<file path="src/rtl/fifo_pkg.sv">
// fifo_pkg: shared defaults and helpers for the fifo block.
//   DATA_W_DEF : default data word width
//   DEPTH_DEF  : default number of storage entries (power of two, >= 2)
//   addr_w()   : address width derived from a depth (clog2)
package fifo_pkg;

  localparam int DATA_W_DEF = 8;
  localparam int DEPTH_DEF  = 16;

  function automatic int addr_w(input int depth);
    return $clog2(depth);
  endfunction

endpackage

</file>
<file path="src/rtl/fifo_mem.sv">
// fifo_mem: DEPTH x DATA_W register array for the fifo.
// The write port is synchronous.
// The read port is synchronous and registered: rd_data loads on a rd_en edge
// and holds its value otherwise.
// Only the read register is reset; the array contents are left alone.
// Ports:
//   clk, rst_n : clock, asynchronous active-low reset (read register only)
//   wr_en      : store wr_data at wr_addr
//   wr_addr    : write address
//   wr_data    : write data
//   rd_en      : load mem[rd_addr] into rd_data
//   rd_addr    : read address
//   rd_data    : registered read data
module fifo_mem
  import fifo_pkg::*;
#(
  parameter int DATA_W = DATA_W_DEF,
  parameter int DEPTH  = DEPTH_DEF,
  parameter int ADDR_W = addr_w(DEPTH)
) (
  input  logic              clk,
  input  logic              rst_n,
  input  logic              wr_en,
  input  logic [ADDR_W-1:0] wr_addr,
  input  logic [DATA_W-1:0] wr_data,
  input  logic              rd_en,
  input  logic [ADDR_W-1:0] rd_addr,
  output logic [DATA_W-1:0] rd_data
);

  logic [DATA_W-1:0] mem [DEPTH];

  always_ff @(posedge clk) begin
    if (wr_en) begin
      mem[wr_addr] <= wr_data;
    end
  end

  // When read and write hit the same address on one edge (full FIFO),
  // the read returns the old word because both use non-blocking updates.
  always_ff @(posedge clk or negedge rst_n) begin
    if (!rst_n) begin
      rd_data <= '0;
    end else if (rd_en) begin
      rd_data <= mem[rd_addr];
    end
  end

endmodule

</file>
<file path="src/rtl/fifo.sv">
// fifo: single-clock first-in first-out buffer.
// Handshake:
//   wr and rd are requests, not valid/ready pairs.
//   A write is accepted on a rising edge when wr=1 and either the FIFO is not
//   full, or a read is accepted on the same edge.
//   A read is accepted on a rising edge when rd=1 and the FIFO is not empty.
//   rddata presents the read word one cycle after the request.
//   Rejected requests are silently dropped.
// Ports:
//   clk, rst_n : clock, asynchronous active-low reset
//   wr, wrdata : write request and data
//   rd         : read request
//   rddata     : registered read data, holds when no read is accepted
//   empty      : no entries stored
//   full       : DEPTH entries stored
//   count      : number of stored entries (only when FIFO_COUNT_EN is defined)
// Optional feature macro: FIFO_COUNT_EN
// DEPTH must be a power of two, at least 2.
module fifo
  import fifo_pkg::*;
#(
  parameter int DATA_W = DATA_W_DEF,
  parameter int DEPTH  = DEPTH_DEF
) (
  input  logic                      clk,
  input  logic                      rst_n,
  input  logic                      wr,
  input  logic                      rd,
  input  logic [DATA_W-1:0]         wrdata,
  output logic [DATA_W-1:0]         rddata,
  output logic                      empty,
`ifdef FIFO_COUNT_EN
  output logic                      full,
  output logic [addr_w(DEPTH):0]    count
`else
  output logic                      full
`endif
);

  localparam int ADDR_W = addr_w(DEPTH);
  localparam logic [ADDR_W:0] PTR_ONE = 1;

  // One extra MSB on each pointer is a wrap bit.
  // It separates full (same address, wrap differs) from empty (identical).
  logic [ADDR_W:0] wr_ptr;
  logic [ADDR_W:0] rd_ptr;
  logic            rd_ok;
  logic            wr_ok;

  // Flags are pure functions of registered pointers, so they change only
  // on clock edges and never glitch between them.
  assign empty = (wr_ptr == rd_ptr);
  assign full  = (wr_ptr[ADDR_W-1:0] == rd_ptr[ADDR_W-1:0]) &&
                 (wr_ptr[ADDR_W] != rd_ptr[ADDR_W]);

  assign rd_ok = rd && !empty;
  // A read on the same edge frees the slot, so a write to a full FIFO is
  // accepted when paired with an accepted read.
  assign wr_ok = wr && (!full || rd_ok);

  always_ff @(posedge clk or negedge rst_n) begin
    if (!rst_n) begin
      wr_ptr <= '0;
      rd_ptr <= '0;
    end else begin
      if (wr_ok) begin
        wr_ptr <= wr_ptr + PTR_ONE;
      end
      if (rd_ok) begin
        rd_ptr <= rd_ptr + PTR_ONE;
      end
    end
  end

`ifdef FIFO_COUNT_EN
  // The modular difference of the wrap-extended pointers is the occupancy
  // (0..DEPTH). It follows the pointers, including their reset.
  assign count = wr_ptr - rd_ptr;
`endif

  fifo_mem #(
    .DATA_W (DATA_W),
    .DEPTH  (DEPTH),
    .ADDR_W (ADDR_W)
  ) u_mem (
    .clk     (clk),
    .rst_n   (rst_n),
    .wr_en   (wr_ok),
    .wr_addr (wr_ptr[ADDR_W-1:0]),
    .wr_data (wrdata),
    .rd_en   (rd_ok),
    .rd_addr (rd_ptr[ADDR_W-1:0]),
    .rd_data (rddata)
  );

endmodule

</file>
<file path="config.mk">
export PLATFORM = sky130hd
export DESIGN_NAME = fifo
export DESIGN_NICKNAME = d
export VERILOG_FILES = /design/src/rtl/fifo_pkg.sv /design/src/rtl/fifo_mem.sv /design/src/rtl/fifo.sv
export SDC_FILE = /design/constraint.sdc
export NUM_CORES = 1
export LEC_CHECK = 0
export BUFFER_PORTS_ARGS = -buffer_cell sky130_fd_sc_hd__buf_4
export CELL_PAD_IN_SITES_DETAIL_PLACEMENT = 0
export CELL_PAD_IN_SITES_GLOBAL_PLACEMENT = 1
export CORE_MARGIN = 5
export CORE_UTILIZATION = 58
export CTS_BUF_LIST = sky130_fd_sc_hd__clkbuf_8 sky130_fd_sc_hd__clkbuf_16
export CTS_CLUSTER_DIAMETER = 200
export DETAILED_ROUTE_END_ITERATION = 10
export PLACE_DENSITY = 0.85
export SLEW_MARGIN = 20
export SYNTH_ARGS = -nofsm -noshare
export SYNTH_HDL_FRONTEND = slang
export SYNTH_SLANG_ARGS = --single-unit
</file>
<file path="constraint.sdc">
create_clock -name clk -period 5.01 [get_ports clk]
set_input_delay 0.2505 -clock clk [delete_from_list [all_inputs] [get_ports clk]]
set_output_delay 0.2505 -clock clk [all_outputs]
set_load 0.02 [all_outputs]
</file>
; ---- Yosys cells after proc, flatten, opt, wreduce, memory -nomap -nowiden
; Memories as Yosys holds them, arrays and structs flattened. A register that Yosys moved wholly into a read port is not among the register bits.
; Cells that the tools add are included.
[word_totals]
reg_bits = 10
latch_bits = 0
ramBits = 128
rom_bits = 0
input_bits = 12
out_inout_bits = 10
wordCells = 17
mem_count = 1
[op_classes]
addsub = 2
multipliers = 0
n_div = 0
magnitude_cmp = 0
n_eq_ne = 3
n_shift = 0
n_mux = 2
bitwise = 0
reduce_logical = 7
[mem_list]
columns = memory, depth, word_bits, read_ports, rd_ports_with_merged_regs, write_ports, line_no
row1 = u_mem.mem, 16, 8, 1, 1, 1, fifo_mem.sv:31  ; logic [DATA_W-1:0] mem [DEPTH];
[op_table]
columns = operator, n
row1 = "5-bit by 1-bit adder with 5-bit output, second input constant", 2
row2 = 5-bit == test, 1
row3 = 4-bit == test, 1
row4 = 1-bit logical AND, 3
row5 = 1-bit logical NOT, 3
row6 = 1-bit 2-to-1 mux, 2
row7 = 1-bit logical OR, 1
row8 = 1-bit != test, 1

; ---- Longest topological paths before layout
; Gate-level depths: netlist of the first run.
[logic_depth]
word_depth = 7
ltp_mapped = 6
depth_no_buf = 5

; ---- Hierarchy
; From an unflattened synthesis of the first run, not the netlist that was laid out.
[unflattened]
hier_cells = 286
area_unflattened_um2 = 5880.6
[by_module_without_submodules]
columns = module, instances, cells_each, area_each_um2, seq_area_each_um2
row1 = fifo_mem, 1, 240, 5331.4, 4043.9
row2 = fifo, 1, 46, 549.3, 250.2

; ---- Least setup slack after synthesis of the first run
; No wires, ideal clock.
[synth_path]
path_kind = reg-to-reg
from = reg rd_ptr[2]
to = mem u_mem.mem[0][0] in the netlist's numbering (enable)
setup_ns = 0.383
t_arrival_ns = 1.773
required_time_ns = 4.627
setup_slack_ns = 2.854
stages_incl_launch_ff = 7
path_buffers = 2
period_less_slack_ns = 2.156
path_cell_list = dfrtp_1 > buf_2 > xnor2_1 > nand4_2 > buf_2 > o311ai_2 > nor3_1
[synth_via]
elab_chain_len = 7
word_cells_on_any_way = 10
classes_between = 2 x eq/ne / 2 x mux / 6 x reduce/logical
[synth_rtl]
columns = element, line_no
row1 = "start, declared", fifo.sv:46  ; logic [ADDR_W:0] rd_ptr;
row2 = "start signal, assigned", fifo.sv:70  ; rd_ptr <= rd_ptr + PTR_ONE;
row3 = 5-bit == test or 4-bit == test (tied branches), "fifo.sv:52, fifo.sv:53"
row4 = 1-bit logical NOT or 1-bit logical AND (tied branches), "fifo.sv:56, fifo.sv:53"
row5 = 1-bit logical AND or 1-bit logical NOT (tied branches), "fifo.sv:56, fifo.sv:59"
row6 = 1-bit logical OR (*), fifo.sv:59  ; assign wr_ok = wr && (!full || rd_ok);
row7 = 1-bit logical AND (*), fifo.sv:59
row8 = 1-bit 2-to-1 mux (*), fifo_mem.sv:34  ; if (wr_en) begin
row9 = 1-bit 2-to-1 mux (not written as such) (*), fifo_mem.sv:35  ; mem[wr_addr] <= wr_data;
row10 = "end, declared", fifo_mem.sv:31
; Mark *: on every way between the ends. The rest lies on a longest branch, timed or not.

; ---- Worst setup path in the final report of the first run
[layout_path]
from = reg rd_ptr[2]
to = mem u_mem.mem[3][2] in the netlist's numbering (enable)
; The elaborated chain is that of the path after synthesis.

==> flow_results.xml, run 1 <==
<?xml version="1.0" encoding="UTF-8"?>
<metrics>
  <group name="run_status">
    <metric name="status" unit="">complete, no violations</metric>
  </group>
  <group name="detailed_routing">
    <metric name="via_count" unit="">2805</metric>
    <metric name="drtAntennaViolNets" unit="">0</metric>
    <metric name="post-route-drc-count" unit="">0</metric>
    <metric name="drt-vias-per-instance" unit="">6.05</metric>
    <metric name="routed_wirelength_normalized_by_instance_count" unit="um">24.8</metric>
    <metric name="detailedRoute.firstPassIterationCount" unit="">5</metric>
    <metric name="number_of_design_rule_violations_left_by_the_first_detailed_router_iteration" unit="">185</metric>
    <metric name="drt-total-wl" unit="um">11500</metric>
  </group>
  <group name="die">
    <metric name="initial_core_util" unit="%">59.9</metric>
    <metric name="chipHeight" unit="um">111</metric>
    <metric name="dieArea" unit="um2">12300</metric>
    <metric name="io-pin-count" unit="">22</metric>
    <metric name="die-width" unit="um">111</metric>
    <metric name="placement_rows" unit="">36</metric>
    <metric name="placeableCoreArea" unit="um2">9820</metric>
  </group>
  <group name="yosys">
    <metric name="post_synth_inst_count" unit="">290</metric>
    <metric name="mappedNetlistArea" unit="um2">5880</metric>
    <metric name="post_synthesis_cell_type_count" unit="">32</metric>
    <metric name="postSynth.asyncResetShare" unit="%">12.3</metric>
    <metric name="ys.flop_type" unit="">sky130_fd_sc_hd__edfxtp_1</metric>
    <metric name="seq_area_frac_synth" unit="%">73.0</metric>
    <metric name="synthDominantAreaCellType" unit="">sky130_fd_sc_hd__edfxtp_1</metric>
    <metric name="synth_enable_flop_cells" unit="">128</metric>
    <metric name="synth.net_count" unit="">307</metric>
    <metric name="post_synth.cell_area_avg" unit="um2">20.3</metric>
    <metric name="synth-warning-count" unit="">0</metric>
    <metric name="post_synth_top_area_share" unit="%">65.4</metric>
    <metric name="ys_ff_latch" unit="">146</metric>
    <metric name="synth_area_leaders" unit="">sky130_fd_sc_hd__edfxtp_1, sky130_fd_sc_hd__mux4_2, sky130_fd_sc_hd__dfrtp_1</metric>
  </group>
  <group name="finish">
    <metric name="drive_gt1_share" unit="%">30.8</metric>
    <metric name="insertedDiodeCount" unit="">0</metric>
    <metric name="layout-area-overhead-vs-synth" unit="%">14.4</metric>
    <metric name="finish.instance_area" unit="um2">6730</metric>
    <metric name="final_cells" unit="">464</metric>
    <metric name="filler_cell_count" unit="">650</metric>
    <metric name="fin_nets" unit="">335</metric>
  </group>
  <group name="power">
    <metric name="post-layout-total-power" unit="mW">4.06</metric>
    <metric name="power_density" unit="nW/um2">604</metric>
    <metric name="ir_worst_vdd" unit="V">0.000275</metric>
    <metric name="power.static_leakage" unit="nW">2.28</metric>
  </group>
  <group name="global_routing">
    <metric name="grt_max_degree" unit="">37</metric>
    <metric name="wire_length_of_the_first_global_routing_pass" unit="um">17700</metric>
    <metric name="vias_in_the_first_global_route" unit="">2975</metric>
    <metric name="gr-usage-all-layers" unit="%">20.1</metric>
    <metric name="global_route.overflow_total" unit="">0</metric>
    <metric name="grt_antenna_before_repair" unit="">0</metric>
  </group>
  <group name="placed_design">
    <metric name="placement.cell_area" unit="um2">6120</metric>
    <metric name="gp_routability_congestion" unit="">0.782</metric>
    <metric name="placement.io_buffers" unit="">21</metric>
    <metric name="post-dp-hpwl" unit="um">6980</metric>
    <metric name="placed_cells" unit="">431</metric>
  </group>
  <group name="worst_setup_path">
    <metric name="timing.setup.critical_path_class" unit="">reg2reg</metric>
    <metric name="crit_start" unit="">rd_ptr[2]</metric>
    <metric name="critical_path_peak_fanout" unit="">36</metric>
    <metric name="cp-start-kind" unit="">flop</metric>
    <metric name="worstPathRequired" unit="ps">5150</metric>
    <metric name="critical_path.endpoint_type" unit="">flop</metric>
    <metric name="worst-endpoint-arrival" unit="ps">2860</metric>
    <metric name="r2r_start" unit="">rd_ptr[2]</metric>
  </group>
  <group name="timing">
    <metric name="max_slew.worst_pin.slew" unit="ps">1100</metric>
    <metric name="f_max" unit="GHz">0.367</metric>
    <metric name="timing.final.crit_period" unit="ps">2730</metric>
    <metric name="final.setup_skew" unit="ps">8.45</metric>
    <metric name="unrepaired_setup_endpoints_after_global_routing" unit="">false</metric>
    <metric name="final_max_slew_viol_count" unit="">0</metric>
    <metric name="period_share" unit="%">54.4</metric>
    <metric name="setup-tns-final" unit="ps">0</metric>
    <metric name="worst_slew_margin_rel" unit="%">26.3</metric>
    <metric name="timing_hold_violations_final" unit="">0</metric>
    <metric name="setup_violations" unit="">0</metric>
  </group>
  <group name="clock_tree">
    <metric name="clkLatencyLatePin" unit="ps">520</metric>
    <metric name="cts_root_buffer" unit="">sky130_fd_sc_hd__clkbuf_8</metric>
    <metric name="clock_path_buffers" unit="">2</metric>
    <metric name="clock_tree_from_tritoncts" unit="">yes</metric>
    <metric name="h-tree-depth" unit="">4</metric>
    <metric name="ctsHoldBuffers" unit="">1</metric>
    <metric name="cts_setup_buffers" unit="">0</metric>
    <metric name="cts_inserted_buffers" unit="">17</metric>
    <metric name="clk_pin_slew" unit="ps">60</metric>
    <metric name="cts.sinks" unit="">146</metric>
    <metric name="post_cts_resized" unit="">0</metric>
  </group>
  <group name="flow_run">
    <metric name="max-cap-violations" unit="">0</metric>
  </group>
  <group name="hold_path">
    <metric name="worst_min_path_class" unit="">in2reg</metric>
    <metric name="hold_path_startpoint" unit="">wrdata[1]</metric>
  </group>
</metrics>
-- cell usage after synthesis, types with 2 or more instances --
| cell type | n |
|---|---|
| sky130_fd_sc_hd__a22oi_1 | 16 |
| sky130_fd_sc_hd__and3_1 | 3 |
| sky130_fd_sc_hd__buf_2 | 4 |
| sky130_fd_sc_hd__buf_6 | 2 |
| sky130_fd_sc_hd__clkbuf_1 | 5 |
| sky130_fd_sc_hd__dfrtp_1 | 18 |
| sky130_fd_sc_hd__edfxtp_1 | 128 |
| sky130_fd_sc_hd__ha_1 | 5 |
| sky130_fd_sc_hd__inv_1 | 3 |
| sky130_fd_sc_hd__mux2_2 | 10 |
| sky130_fd_sc_hd__mux4_1 | 4 |
| sky130_fd_sc_hd__mux4_2 | 28 |
| sky130_fd_sc_hd__nand2_1 | 10 |
| sky130_fd_sc_hd__nand2b_1 | 2 |
| sky130_fd_sc_hd__nor2_1 | 15 |
| sky130_fd_sc_hd__nor2b_1 | 2 |
| sky130_fd_sc_hd__nor3_1 | 4 |
| sky130_fd_sc_hd__o211ai_1 | 3 |
| sky130_fd_sc_hd__o311ai_2 | 4 |
| sky130_fd_sc_hd__xnor2_1 | 12 |
-- sequential cells by signal, summed over array words and instances (netlist names) --
name and flops:
rd_ptr 5, u_mem.mem 128, u_mem.rd_data 8, wr_ptr 5
-- critical path, stage by stage, from the launching register on --
cell and delay (ps):
sky130_fd_sc_hd__dfrtp_1 330, sky130_fd_sc_hd__buf_4 420, sky130_fd_sc_hd__xnor2_1 160, sky130_fd_sc_hd__nand4_2 360, sky130_fd_sc_hd__o311ai_2 190, sky130_fd_sc_hd__nor3_1 880
-- metrics by stage --
stage	utilization, %	setup WS (ps)	hold WS [ps]
after global routing	68.5	2090	39.5
after detailed placement	62.3	2200	143
after floorplan	-	2850	-45.1
after global placement	62.3	2340	143
final	68.5	2280	50.0
after CTS	68.4	2220	48.4
-- path summary, 6_finish.rpt --
| path | slack (ps) | depth (start not counted) | end |
|---|---|---|---|
| setup reg to reg | 2280 | 5 | u_mem.mem[3][2] |
| hold / removal | 50 | 1 | u_mem.mem[1][1] |
| max in group asynchronous | 4640 | 2 | rd_ptr[0] |
| hold reg to reg | 510 | 1 | u_mem.rd_data[2] |
| min in group asynchronous | 150 | 2 | wr_ptr[1] |
| setup / recovery | 2280 | 5 | u_mem.mem[3][2] |
-- final cells by class --
| class | count | area (um2) | area share [%] |
|---|---|---|---|
| flip-flops and latches | 146 | 4300 | 63.8 |
| multi-input cells | 126 | 1480 | 22.0 |
| clock buffers | 18 | 428 | 6.36 |
| repair buffers | 24 | 183 | 2.72 |
| well taps | 133 | 166 | 2.47 |
| clock inverters | 14 | 164 | 2.44 |
| inverters | 3 | 11.3 | 0.167 |
-- power by group --
group          switching (mW)  internal [mW]  total [mW]
logic                   0.662          0.526        1.19
clock network           0.473          0.769        1.24
registers               0.122           1.51        1.63
total                    1.26           2.81        4.06
-- cells in the final DEF, fill, tap and decap left out --
cell type	Yosys	routed
sky130_fd_sc_hd__nor2_1	15	15
sky130_fd_sc_hd__inv_6	0	1
sky130_fd_sc_hd__and2_1	1	1
sky130_fd_sc_hd__o311ai_1	1	1
sky130_fd_sc_hd__o21ai_4	1	1
sky130_fd_sc_hd__buf_4	0	23
sky130_fd_sc_hd__ha_1	5	5
sky130_fd_sc_hd__mux2_2	10	10
sky130_fd_sc_hd__clkinv_2	0	3
sky130_fd_sc_hd__o211ai_1	3	3
sky130_fd_sc_hd__nand2b_1	2	2
sky130_fd_sc_hd__clkinv_1	0	1
sky130_fd_sc_hd__nor2b_1	2	2
sky130_fd_sc_hd__clkbuf_8	0	2
sky130_fd_sc_hd__mux4_1	4	4
sky130_fd_sc_hd__o31ai_2	1	1
sky130_fd_sc_hd__xor2_1	1	1
sky130_fd_sc_hd__xnor2_1	12	12
sky130_fd_sc_hd__nand2_1	10	10
sky130_fd_sc_hd__dlygate4sd3_1	0	1
sky130_fd_sc_hd__nor3_1	4	2
sky130_fd_sc_hd__clkinvlp_4	0	1
sky130_fd_sc_hd__clkbuf_16	0	16
sky130_fd_sc_hd__nor3_2	0	2
sky130_fd_sc_hd__a22oi_1	16	16
sky130_fd_sc_hd__o31ai_1	1	1
sky130_fd_sc_hd__clkinv_4	0	4
sky130_fd_sc_hd__xnor2_2	1	1
sky130_fd_sc_hd__mux4_2	28	28
sky130_fd_sc_hd__nand4_2	1	1
sky130_fd_sc_hd__inv_1	3	4
sky130_fd_sc_hd__dfrtp_1	18	17
sky130_fd_sc_hd__edfxtp_1	128	128
sky130_fd_sc_hd__dfrtp_2	0	1
sky130_fd_sc_hd__and3_1	3	3
sky130_fd_sc_hd__o311ai_2	4	4
sky130_fd_sc_hd__bufinv_16	0	3
-- logic make-up after synthesis --
kind of cell	count (synthesis)	share of synthesized area, %
compound gates	27	4.30
xor+xnor	14	2.21
fa+ha+maj	5	1.06
buf+inv	18	1.98
flops	146	73.0
mux	42	14.4
simple gates	38	3.00
-- per-layer routing --
layer,global-route usage (%),wire [um],up-vias
li1,-,-,1238
met3,5.68,582,12
met4,6.32,193,0
met5,0,0,-
met1,26.5,4660,1473
met2,32.6,6060,82
Note: power is estimated with default switching activity, not from simulation.
==> run 2: changes to the inputs <==
- CORE_UTILIZATION: 58 -> 54
- PLACE_DENSITY: 0.85 -> 0.8
- clock period: 5.01 -> 2.67 ns (I/O delays scaled with it)
==> flow_results.xml, run 2 (synthesis gave the netlist of run 1 again) <==
<?xml version="1.0" encoding="UTF-8"?>
<metrics>
  <group name="worst_setup_path">
    <metric name="worst-r2r-setup-slack" unit="ps">390</metric>
    <metric name="critical_path_peak_fanout" unit="">35</metric>
    <metric name="critical_path.endpoint_type" unit="">flop</metric>
    <metric name="timing.setup.critical_path_class" unit="">reg2reg</metric>
    <metric name="worst-path-buf-inv" unit="">1</metric>
    <metric name="r2r-end" unit="">u_mem.rd_data[1]</metric>
    <metric name="worstPathRequired" unit="ps">3070</metric>
    <metric name="cp_slowest_stage_delay" unit="ps">590</metric>
    <metric name="worst-endpoint-arrival" unit="ps">2680</metric>
    <metric name="endpoint" unit="">u_mem.rd_data[1]</metric>
    <metric name="worst-path-stages" unit="">5</metric>
    <metric name="reg2reg_depth" unit="">5</metric>
    <metric name="r2r_start" unit="">rd_ptr[0]</metric>
    <metric name="critical_path.top_delay_family" unit="">multiplexers</metric>
    <metric name="crit_start" unit="">rd_ptr[0]</metric>
    <metric name="cp-start-kind" unit="">flop</metric>
    <metric name="critical-path-slowest-cell" unit="">sky130_fd_sc_hd__mux4_2</metric>
    <metric name="timing.critical_path.cells" unit="">buf_4 -&gt; mux4_2 -&gt; a22oi_1 -&gt; nand2_1 -&gt; mux2_2</metric>
  </group>
  <group name="timing">
    <metric name="unrepaired_setup_endpoints_after_global_routing" unit="">false</metric>
    <metric name="setup-tns-final" unit="ps">0</metric>
    <metric name="period_share" unit="%">85.5</metric>
    <metric name="final.setup_skew" unit="ps">6.31</metric>
    <metric name="timing.final.crit_period" unit="ps">2280</metric>
    <metric name="setup_violations" unit="">0</metric>
    <metric name="max_slew.worst_pin.slew" unit="ps">839</metric>
    <metric name="timing_hold_violations_final" unit="">0</metric>
    <metric name="layout_setup_ws" unit="ps">387</metric>
    <metric name="final_max_slew_viol_count" unit="">0</metric>
    <metric name="worst_slew_margin_rel" unit="%">43.8</metric>
    <metric name="f_max" unit="GHz">0.438</metric>
  </group>
  <group name="placed_design">
    <metric name="post-dp-hpwl" unit="um">6730</metric>
    <metric name="gp_routability_congestion" unit="">0.768</metric>
    <metric name="post-place-ws" unit="ps">343</metric>
    <metric name="placement.io_buffers" unit="">21</metric>
  </group>
  <group name="detailed_routing">
    <metric name="routed_wirelength_normalized_by_instance_count" unit="um">21.4</metric>
    <metric name="via_count" unit="">2804</metric>
    <metric name="detailedRoute.firstPassIterationCount" unit="">4</metric>
    <metric name="drt-vias-per-instance" unit="">5.76</metric>
    <metric name="number_of_design_rule_violations_left_by_the_first_detailed_router_iteration" unit="">205</metric>
    <metric name="drt-total-wl" unit="um">10400</metric>
    <metric name="post-route-drc-count" unit="">0</metric>
    <metric name="drtAntennaViolNets" unit="">0</metric>
  </group>
  <group name="finish">
    <metric name="leading_cell_types_in_the_layout_fill_and_taps_excluded" unit="">sky130_fd_sc_hd__edfxtp_1, sky130_fd_sc_hd__buf_4, sky130_fd_sc_hd__mux4_2</metric>
    <metric name="most_frequent_standard_cell_in_the_layout_excluding_fill_and_tap_cells" unit="">sky130_fd_sc_hd__edfxtp_1</metric>
    <metric name="register_with_the_most_flip_flops" unit="">u_mem.mem</metric>
    <metric name="drive_gt1_share" unit="%">32.0</metric>
    <metric name="fin_nets" unit="">351</metric>
    <metric name="layout.core_utilization" unit="%">63.6</metric>
    <metric name="largest_register_ff_count" unit="">128</metric>
    <metric name="reg_top3" unit="">u_mem.mem (128), u_mem.rd_data (8)</metric>
    <metric name="filler_cell_count" unit="">761</metric>
    <metric name="insertedDiodeCount" unit="">0</metric>
    <metric name="layout-area-overhead-vs-synth" unit="%">16.2</metric>
  </group>
  <group name="global_routing">
    <metric name="wire_length_of_the_first_global_routing_pass" unit="um">16900</metric>
    <metric name="vias_in_the_first_global_route" unit="">2915</metric>
    <metric name="global_route.overflow_total" unit="">0</metric>
    <metric name="gr-usage-met2" unit="%">27.0</metric>
    <metric name="grt_antenna_before_repair" unit="">0</metric>
    <metric name="grt_use_met3" unit="%">3.96</metric>
    <metric name="grt_max_degree" unit="">36</metric>
    <metric name="gr-max-usage-layer" unit="">met2</metric>
    <metric name="gr-usage-all-layers" unit="%">17.7</metric>
    <metric name="grt_use_met1" unit="%">25.9</metric>
  </group>
  <group name="clock_tree">
    <metric name="cts_setup_buffers" unit="">0</metric>
    <metric name="clock_tree_from_tritoncts" unit="">yes</metric>
    <metric name="cts_inserted_buffers" unit="">17</metric>
    <metric name="h-tree-depth" unit="">4</metric>
    <metric name="clock_path_buffers" unit="">2</metric>
    <metric name="clk_pin_slew" unit="ps">70</metric>
    <metric name="cts_root_buffer" unit="">sky130_fd_sc_hd__clkbuf_8</metric>
    <metric name="clkLatencyLatePin" unit="ps">520</metric>
    <metric name="cts.sinks" unit="">146</metric>
  </group>
  <group name="die">
    <metric name="placement_rows" unit="">38</metric>
    <metric name="die-width" unit="um">114</metric>
    <metric name="chipHeight" unit="um">114</metric>
    <metric name="initial_core_util" unit="%">54.7</metric>
    <metric name="dieArea" unit="um2">13100</metric>
    <metric name="io-pin-count" unit="">22</metric>
    <metric name="placeableCoreArea" unit="um2">10700</metric>
  </group>
  <group name="power">
    <metric name="switching_power" unit="mW">2.36</metric>
    <metric name="power.static_leakage" unit="nW">2.32</metric>
    <metric name="power_density" unit="nW/um2">1080</metric>
    <metric name="power_report.internal_total" unit="mW">5.05</metric>
    <metric name="sw_frac_of_total" unit="%">31.8</metric>
    <metric name="ir_worst_vdd" unit="V">0.000522</metric>
    <metric name="power.sequential.fraction" unit="%">40.7</metric>
    <metric name="pwr-share-comb" unit="%">30.5</metric>
    <metric name="p_clk_share" unit="%">28.8</metric>
  </group>
  <group name="flow_run">
    <metric name="max-cap-violations" unit="">0</metric>
  </group>
  <group name="run_status">
    <metric name="status" unit="">complete, no violations</metric>
  </group>
  <group name="hold_path">
    <metric name="worst_min_path_class" unit="">in2async</metric>
  </group>
</metrics>
==> run 2: changes by cell type in the layout (fill, tap and decap cells not counted), sizes merged <==
cell         previous run  this run
dlygate4sd3             1        11
clkinvlp                1         3
inv                     5        11
clkbuf                 18        17
bufinv                  3         0
buf                    23        29
clkinv                  8         4
==> run 2: worst reg2reg max path: stages, from the launching register on <==
cell	delay, ps
sky130_fd_sc_hd__dfrtp_2	360
sky130_fd_sc_hd__buf_4	530
sky130_fd_sc_hd__mux4_2	630
sky130_fd_sc_hd__a22oi_1	270
sky130_fd_sc_hd__nand2_1	110
sky130_fd_sc_hd__mux2_2	270
==> run 2: power by group through the flow <==
stage | clock (mW) | sequential [mW] | combinational (mW)
4_1_cts | 2.17 | 3.02 | 2.28
6_report | 2.13 | 3.02 | 2.26
3_3_place_gp | 0 | 3.05 | 2.23
3_5_place_dp | 0 | 3.06 | 2.26
5_1_grt | 2.27 | 3.05 | 2.46
2_1_floorplan | 0 | 3.08 | 1.68
==> run 2: how the worst min path moves through the flow <==
stage               start   endpoint  cells past startpoint
floorplan           rst_n  rd_ptr[0]                      0
detailed placement  rst_n  wr_ptr[2]                      1
global placement    rst_n  wr_ptr[2]                      1
CTS                 rst_n  wr_ptr[2]                      2
global route        rst_n  wr_ptr[2]                      2
finish              rst_n  wr_ptr[2]                      2
==> run 2: timing repair <==
| item | in CTS | in global routing |
|---|---|---|
| gates resized for setup | 0 | 0 |
| hold endpoints to repair | 150 | 0 |
| hold buffers | 11 | 0 |
| setup endpoints to repair | 0 | 0 |
==> run 2: metrics by stage <==
| stage | area, um2 | instances | hold slack [ps] | total power [mW] |
|---|---|---|---|---|
| after floorplan | 5880 | 290 | -162 | 4.76 |
| after global placement | 6170 | 444 | 23.2 | 5.28 |
| after detailed placement | 6170 | 444 | 26.9 | 5.32 |
| after CTS | 6820 | 487 | 10.8 | 7.47 |
| after global routing | 6830 | 487 | 51.6 | 7.78 |
| final | 6830 | 487 | 22.3 | 7.40 |
==> run 2: cell type report <==
cell class                 count  area, um2  share of cell area, %
clock buffer                  17        414                   6.06
clock inverter                15        123                   1.79
inverter                       3       11.3                  0.165
multi-input combinational    126       1490                   21.7
sequential                   146       4300                   62.9
tap                          140        175                   2.56
timing repair buffer          40        328                   4.80
==> run 2: per-layer routing <==
layer | wire length (um) | vias to the layer above
li1 | - | 1269
met4 | 134 | 0
met1 | 4710 | 1465
met3 | 412 | 15
met2 | 5170 | 55
met5 | 0 | -
